[config.mk]
export PLATFORM = sky130hd
export DESIGN_NAME = sync_fifo_param
export DESIGN_NICKNAME = d
export VERILOG_FILES = /design/src/rtl/sync_fifo_param.sv
export SDC_FILE = /design/constraint.sdc
export NUM_CORES = 1
export LEC_CHECK = 0
export BUFFER_PORTS_ARGS = -buffer_cell sky130_fd_sc_hd__buf_2
export CAP_MARGIN = 30
export CORE_MARGIN = 4
export CORE_UTILIZATION = 45
export DETAILED_ROUTE_END_ITERATION = 10
export SLEW_MARGIN = 10
export SYNTH_ARGS = -nofsm -noshare
export SYNTH_HDL_FRONTEND = slang
export SYNTH_SLANG_ARGS = --single-unit
[constraint.sdc]
create_clock -name clk -period 7 [get_ports clk]
set_clock_uncertainty 0.2 [all_clocks]
set_input_delay 0 -clock clk [delete_from_list [all_inputs] [get_ports clk]]
set_output_delay 0 -clock clk [all_outputs]
set_load 0.01 [all_outputs]
[src/rtl/sync_fifo_param.sv]
// sync_fifo_param: single-clock FIFO with registered read data and occupancy flags
//
// Ports:
//   clk, rst         rising-edge clock, synchronous active-high reset
//   wdata, winc      write data and write request
//   wfull, walmost   full flag and count >= AFULL_TH
//   rinc             read request
//   rdata, rvalid    registered read data; rvalid marks the cycle after an accepted read
//   rempty, ralmost  empty flag and count <= AEMPTY_TH
//   count            occupancy, 0..DEPTH
//   overflow,        sticky error flags, present only when SYNC_FIFO_ERR_EN is defined
//   underflow
module sync_fifo_param #(
    parameter int DSIZE     = 8,
    parameter int ASIZE     = 4,
    parameter int AFULL_TH  = 12,
    parameter int AEMPTY_TH = 2
) (
    input  logic             clk,
    input  logic             rst,
    input  logic [DSIZE-1:0] wdata,
    input  logic             winc,
    output logic             wfull,
    output logic             walmost,
    input  logic             rinc,
    output logic [DSIZE-1:0] rdata,
    output logic             rvalid,
    output logic             rempty,
    output logic             ralmost,
`ifdef SYNC_FIFO_ERR_EN
    output logic             overflow,
    output logic             underflow,
`endif
    output logic [ASIZE:0]   count
);
    localparam int DEPTH = 1 << ASIZE;
    logic [DSIZE-1:0] mem [DEPTH];
    logic [ASIZE:0] wptr, rptr;
    logic we, re;
    // Flags come only from the registered count, so no path from winc/rinc reaches them.
    assign wfull   = count == (ASIZE+1)'(DEPTH);
    assign rempty  = count == '0;
    assign walmost = count >= (ASIZE+1)'(AFULL_TH);
    assign ralmost = count <= (ASIZE+1)'(AEMPTY_TH);
    assign we = winc & ~wfull & ~rst;
    assign re = rinc & ~rempty & ~rst;
    // Memory is not reset.
    always_ff @(posedge clk) begin
        if (we) mem[wptr[ASIZE-1:0]] <= wdata;
    end
    always_ff @(posedge clk) begin
        if (rst) begin
            wptr   <= '0;
            rptr   <= '0;
            count  <= '0;
            rdata  <= '0;
            rvalid <= 1'b0;
        end else begin
            rvalid <= re;
            if (we) wptr <= wptr + 1'b1;
            if (re) begin
                rptr  <= rptr + 1'b1;
                rdata <= mem[rptr[ASIZE-1:0]];
            end
            count <= count + {{ASIZE{1'b0}}, we} - {{ASIZE{1'b0}}, re};
        end
    end
`ifdef SYNC_FIFO_ERR_EN
    always_ff @(posedge clk) begin
        if (rst) begin
            overflow  <= 1'b0;
            underflow <= 1'b0;
        end else begin
            overflow  <= overflow | (winc & wfull);
            underflow <= underflow | (rinc & rempty);
        end
    end
`endif
endmodule

==> flow_summary.html <==
<table>
<tr><th>Metric</th><th>Value</th></tr>
<tr><th colspan="2">Logic synthesis</th></tr>
<tr><td>Sequential fraction of the synthesis area</td><td>0.698</td></tr>
<tr><td>Library cells used by synthesis</td><td>35</td></tr>
<tr><td>Post-synthesis net count</td><td>between 300 and 400</td></tr>
<tr><td>Library cell occupying the most area in the post-synthesis netlist</td><td>edfxtp_1</td></tr>
<tr><td>Main area contributors after synthesis</td><td>edfxtp_1 (63%), mux4_2 (12%), dfxtp_1 (7.2%)</td></tr>
<tr><td>Mapped Avg Cell Area</td><td>18.5 um2</td></tr>
<tr><td>Number of cells produced by synthesis</td><td>331</td></tr>
<tr><td>Seq cells post-synth</td><td>150</td></tr>
<tr><td>Yosys warning total</td><td>0</td></tr>
<tr><td>Fraction of registers with async set/reset</td><td>0</td></tr>
<tr><td>Commonest cells in the netlist</td><td>edfxtp_1 (128), mux4_2 (32), nor2_1 (23)</td></tr>
<tr><td>Synth top area share</td><td>0.627</td></tr>
<tr><td>Library cell with the highest instance count after synthesis</td><td>edfxtp_1</td></tr>
<tr><td>Netlist area before placement</td><td>6130 um2</td></tr>
<tr><td>Number of enable flip-flop cells after synthesis</td><td>around 130</td></tr>
<tr><td>Top FF cell, synth</td><td>edfxtp_1</td></tr>
<tr><th colspan="2">Die</th></tr>
<tr><td>Initial core utilization</td><td>0.461</td></tr>
<tr><td>Row cnt</td><td>42</td></tr>
<tr><td>Number of top-level design ports</td><td>30</td></tr>
<tr><td>Total die area</td><td>15600 um2</td></tr>
<tr><td>Floorplan Core Area</td><td>13300 um2</td></tr>
<tr><td>Horizontal die dimension</td><td>125 um</td></tr>
<tr><td>Vertical die dimension</td><td>125 um</td></tr>
<tr><th colspan="2">Global route</th></tr>
<tr><td>Gr usage total</td><td>0.158</td></tr>
<tr><td>Global-route wire length before repair</td><td>approximately 18000 um</td></tr>
<tr><td>Number of global-route vias before repair</td><td>approximately 3100</td></tr>
<tr><td>Number of antenna violations at the first check in global routing</td><td>0</td></tr>
<tr><td>Largest net degree at the start of global routing</td><td>35</td></tr>
<tr><td>Global route overflow</td><td>0</td></tr>
<tr><th colspan="2">Power</th></tr>
<tr><td>Peak supply drop</td><td>0.174 mV</td></tr>
<tr><td>Combinational share of power</td><td>0.161</td></tr>
<tr><td>Pint</td><td>~1.7 mW</td></tr>
<tr><td>Clock network fraction of design power</td><td>0.372</td></tr>
<tr><td>Switching Fraction</td><td>0.250</td></tr>
<tr><td>Relative contribution of sequential cells to total power</td><td>0.467</td></tr>
<tr><td>Sum of internal, switching and leakage power</td><td>2.26 mW</td></tr>
<tr><td>Standby leakage power</td><td>2.39 nW</td></tr>
<tr><td>Switching power</td><td>0.563 mW</td></tr>
<tr><td>Power density over the cells</td><td>316 nW/um2</td></tr>
<tr><th colspan="2">STA</th></tr>
<tr><td>Setup repair after global routing missed its margin</td><td>false</td></tr>
<tr><td>Final hold vios</td><td>0</td></tr>
<tr><td>Final Max Tran Viols</td><td>0</td></tr>
<tr><td>Final hold slack</td><td>0.313 ns</td></tr>
<tr><td>Share of the clock period used by the worst path after layout</td><td>0.471</td></tr>
<tr><td>Relative max-transition margin</td><td>0.350</td></tr>
<tr><td>Fin Setup TNS</td><td>0 ns</td></tr>
<tr><td>Time the final worst path needs with I/O delays and setup</td><td>3.30 ns</td></tr>
<tr><td>Slew of the pin with the lowest slew margin</td><td>0.972 ns</td></tr>
<tr><td>Total of endpoints with negative setup slack in the final report</td><td>0</td></tr>
<tr><td>Fmax</td><td>303 MHz</td></tr>
<tr><th colspan="2">Placement</th></tr>
<tr><td># placed instances</td><td>around 530</td></tr>
<tr><td>I/O Buffers</td><td>29</td></tr>
<tr><td>Final weighted congestion in routability-driven placement</td><td>0.736</td></tr>
<tr><td>HPWL Detailed</td><td>7290 um</td></tr>
<tr><th colspan="2">Final layout</th></tr>
<tr><td>Synth-to-Final Area Change</td><td>16.3%</td></tr>
<tr><td>Final core utilization</td><td>0.537</td></tr>
<tr><td>Fraction of final layout cells sized beyond drive strength 1</td><td>0.273</td></tr>
<tr><td>Antenna Diode Count</td><td>0</td></tr>
<tr><td>Post-layout instance count excluding filler cells</td><td>572</td></tr>
<tr><td>Net total in the final layout</td><td>just over 400</td></tr>
<tr><th colspan="2">Clock network</th></tr>
<tr><td>Clk Tree Root Cell</td><td>clkbuf_16</td></tr>
<tr><td>Number of gates given a new drive strength after cts</td><td>0</td></tr>
<tr><td>Latest clock arrival within the worst-skew pair</td><td>0.42 ns</td></tr>
<tr><td>Total of hold buffers inserted after clock tree synthesis</td><td>13</td></tr>
<tr><td>Number of levels the H-tree was split into</td><td>4</td></tr>
<tr><td>Post-CTS setup repair buffer count</td><td>0</td></tr>
<tr><td>Clock transition at the register clock pins on the worst setup and hold paths after CTS</td><td>roughly 0.060 ns</td></tr>
<tr><td>Max clock buf depth</td><td>2</td></tr>
<tr><td>Clock tree from TritonCTS</td><td>done</td></tr>
<tr><td>TritonCTS Buffers</td><td>17</td></tr>
<tr><td># clock sinks</td><td>150</td></tr>
<tr><th colspan="2">Worst hold path</th></tr>
<tr><td>Hold wc startpoint</td><td>rdata[7]</td></tr>
<tr><td>HP Class</td><td>register to register</td></tr>
<tr><td>Worst Hold Depth</td><td>2</td></tr>
<tr><td>Worst Hold Path EP</td><td>rdata[7]</td></tr>
<tr><th colspan="2">Routing</th></tr>
<tr><td>Via density</td><td>about 5.3</td></tr>
<tr><td>Antenna-violating nets left</td><td>0</td></tr>
<tr><td>Detailed-route wire length</td><td>11700 um</td></tr>
<tr><td>Total number of vias</td><td>3034</td></tr>
<tr><td>Detailed Route Iter0 Violations</td><td>162</td></tr>
<tr><td>Number of DRC violations after detailed routing</td><td>0</td></tr>
<tr><td>Number of detailed-route iterations in the first pass</td><td>4</td></tr>
<tr><td>DR WL/cell</td><td>20.4 um</td></tr>
<tr><th colspan="2">Run</th></tr>
<tr><td>Max-cap viol count</td><td>0</td></tr>
<tr><th colspan="2">Worst setup path</th></tr>
<tr><td>Startpoint kind of the worst setup timing path</td><td>register</td></tr>
<tr><td>Reg-to-reg endpoint</td><td>count[4]</td></tr>
<tr><td>Critical R2R Launch</td><td>count[2]</td></tr>
<tr><td>Register-to-register setup slack</td><td>3.70 ns</td></tr>
<tr><td>Highest fanout seen on the critical path</td><td>15</td></tr>
<tr><td>Crit end category</td><td>register</td></tr>
<tr><td>Arrival time of data at the critical path endpoint</td><td>3.45 ns</td></tr>
<tr><td>Critical setup path kind</td><td>register to register</td></tr>
<tr><td>WP data required</td><td>7.15 ns</td></tr>
<tr><td>Register-to-Register Path Depth</td><td>13</td></tr>
<tr><th colspan="2">Outcome</th></tr>
<tr><td>Run status</td><td>finished, final reports clean</td></tr>
</table>
per-stage QoR:
| step | setup slack, ns | area, um2 |
|---|---|---|
| after global routing | 3.50 | 7130 |
| after detailed placement | 3.70 | 6430 |
| after CTS | 3.68 | 7120 |
| final | 3.70 | 7130 |
| after floorplan | 3.83 | 6130 |
| after global placement | 3.77 | 6430 |
per-layer routing:
| layer | track usage | routed length (um) | vias up |
|---|---|---|---|
| met1 | 0.198 | 4790 | 1541 |
| met2 | 0.264 | 6110 | 78 |
| met5 | 0 | 0 | - |
| li1 | - | - | 1405 |
| met4 | 0.0619 | 146 | 0 |
| met3 | 0.0429 | 644 | 10 |
registers in the layout, summed over array words and instances (netlist names):
name	count
count	5
mem	128
rdata	8
rptr	4
rvalid	1
wptr	4
worst max-delay path by stage:
stage / to / cells after the start / from / slack, ns
after CTS: count[4] / 13 / count[2] / 3.68
after global routing: count[4] / 13 / count[2] / 3.50
after global placement: count[4] / 13 / count[2] / 3.77
after floorplan: count[4] / 15 / count[2] / 3.83
after detailed placement: count[4] / 13 / count[2] / 3.70
final: count[4] / 13 / count[2] / 3.70
worst max-delay path, cell delays in order (launching register included):
cell and delay [ns]:
dfxtp_1 0.35, inv_1 0.11, ha_1 0.17, or4b_1 0.62, nand2_8 0.20, nor2_1 0.06, ha_1 0.29, inv_1 0.04
ha_1 0.19, fa_1 0.40, nand2b_1 0.09, a21oi_1 0.07, or3_1 0.30, a21oi_1 0.14
cell families (layout without fill, tap and decap cells):
family | Yosys count | in the layout | share of synthesized area
fa+ha+maj | 16 | 16 | 0.0339
flops | 150 | 150 | 0.698
compound gates | 19 | 19 | 0.0298
buf+inv | 29 | 94 | 0.0269
xor+xnor | 7 | 7 | 0.00999
simple gates | 62 | 62 | 0.0575
mux | 48 | 48 | 0.144
power groups by stage:
stage                     combinational (mW)  sequential [mW]  clock, mW
after floorplan                        0.250             1.08          0
after global placement                 0.353             1.07          0
after detailed placement               0.361             1.07          0
after CTS                              0.371             1.06      0.854
after global routing                   0.405             1.06      0.899
final                                  0.363             1.05      0.839
layout by cell type, fill, tap and decap left out, types with 2 or more instances in the layout:
cell	Yosys	layout
edfxtp_1	128	128
mux4_2	32	32
buf_2	5	29
nor2_1	23	23
dfxtp_1	22	21
clkbuf_16	0	18
mux2i_1	16	16
ha_1	15	15
dlygate4sd3_1	0	13
inv_1	12	12
nand3b_1	8	8
o221ai_2	8	8
buf_4	5	8
nand2_1	7	7
a21oi_1	6	6
xor2_1	6	6
clkbuf_1	4	6
nand3_1	5	5
clkbuf_8	0	5
nand2b_1	3	3
nor3_1	4	3
o21ai_0	3	3
clkinv_2	0	3
or3_1	2	2
nor2b_1	2	2
layout make-up:
class	instances	area, um2
Multi-Input combinational cell	152	1690
Timing Repair Buffer	50	335
Sequential cell	150	4290
Tap cell	176	220
Fill cell	1055	6160
Clock inverter	3	15.0
Inverter	12	45.0
Clock buffer	29	542
Note: power is estimated with default switching activity, not from simulation.
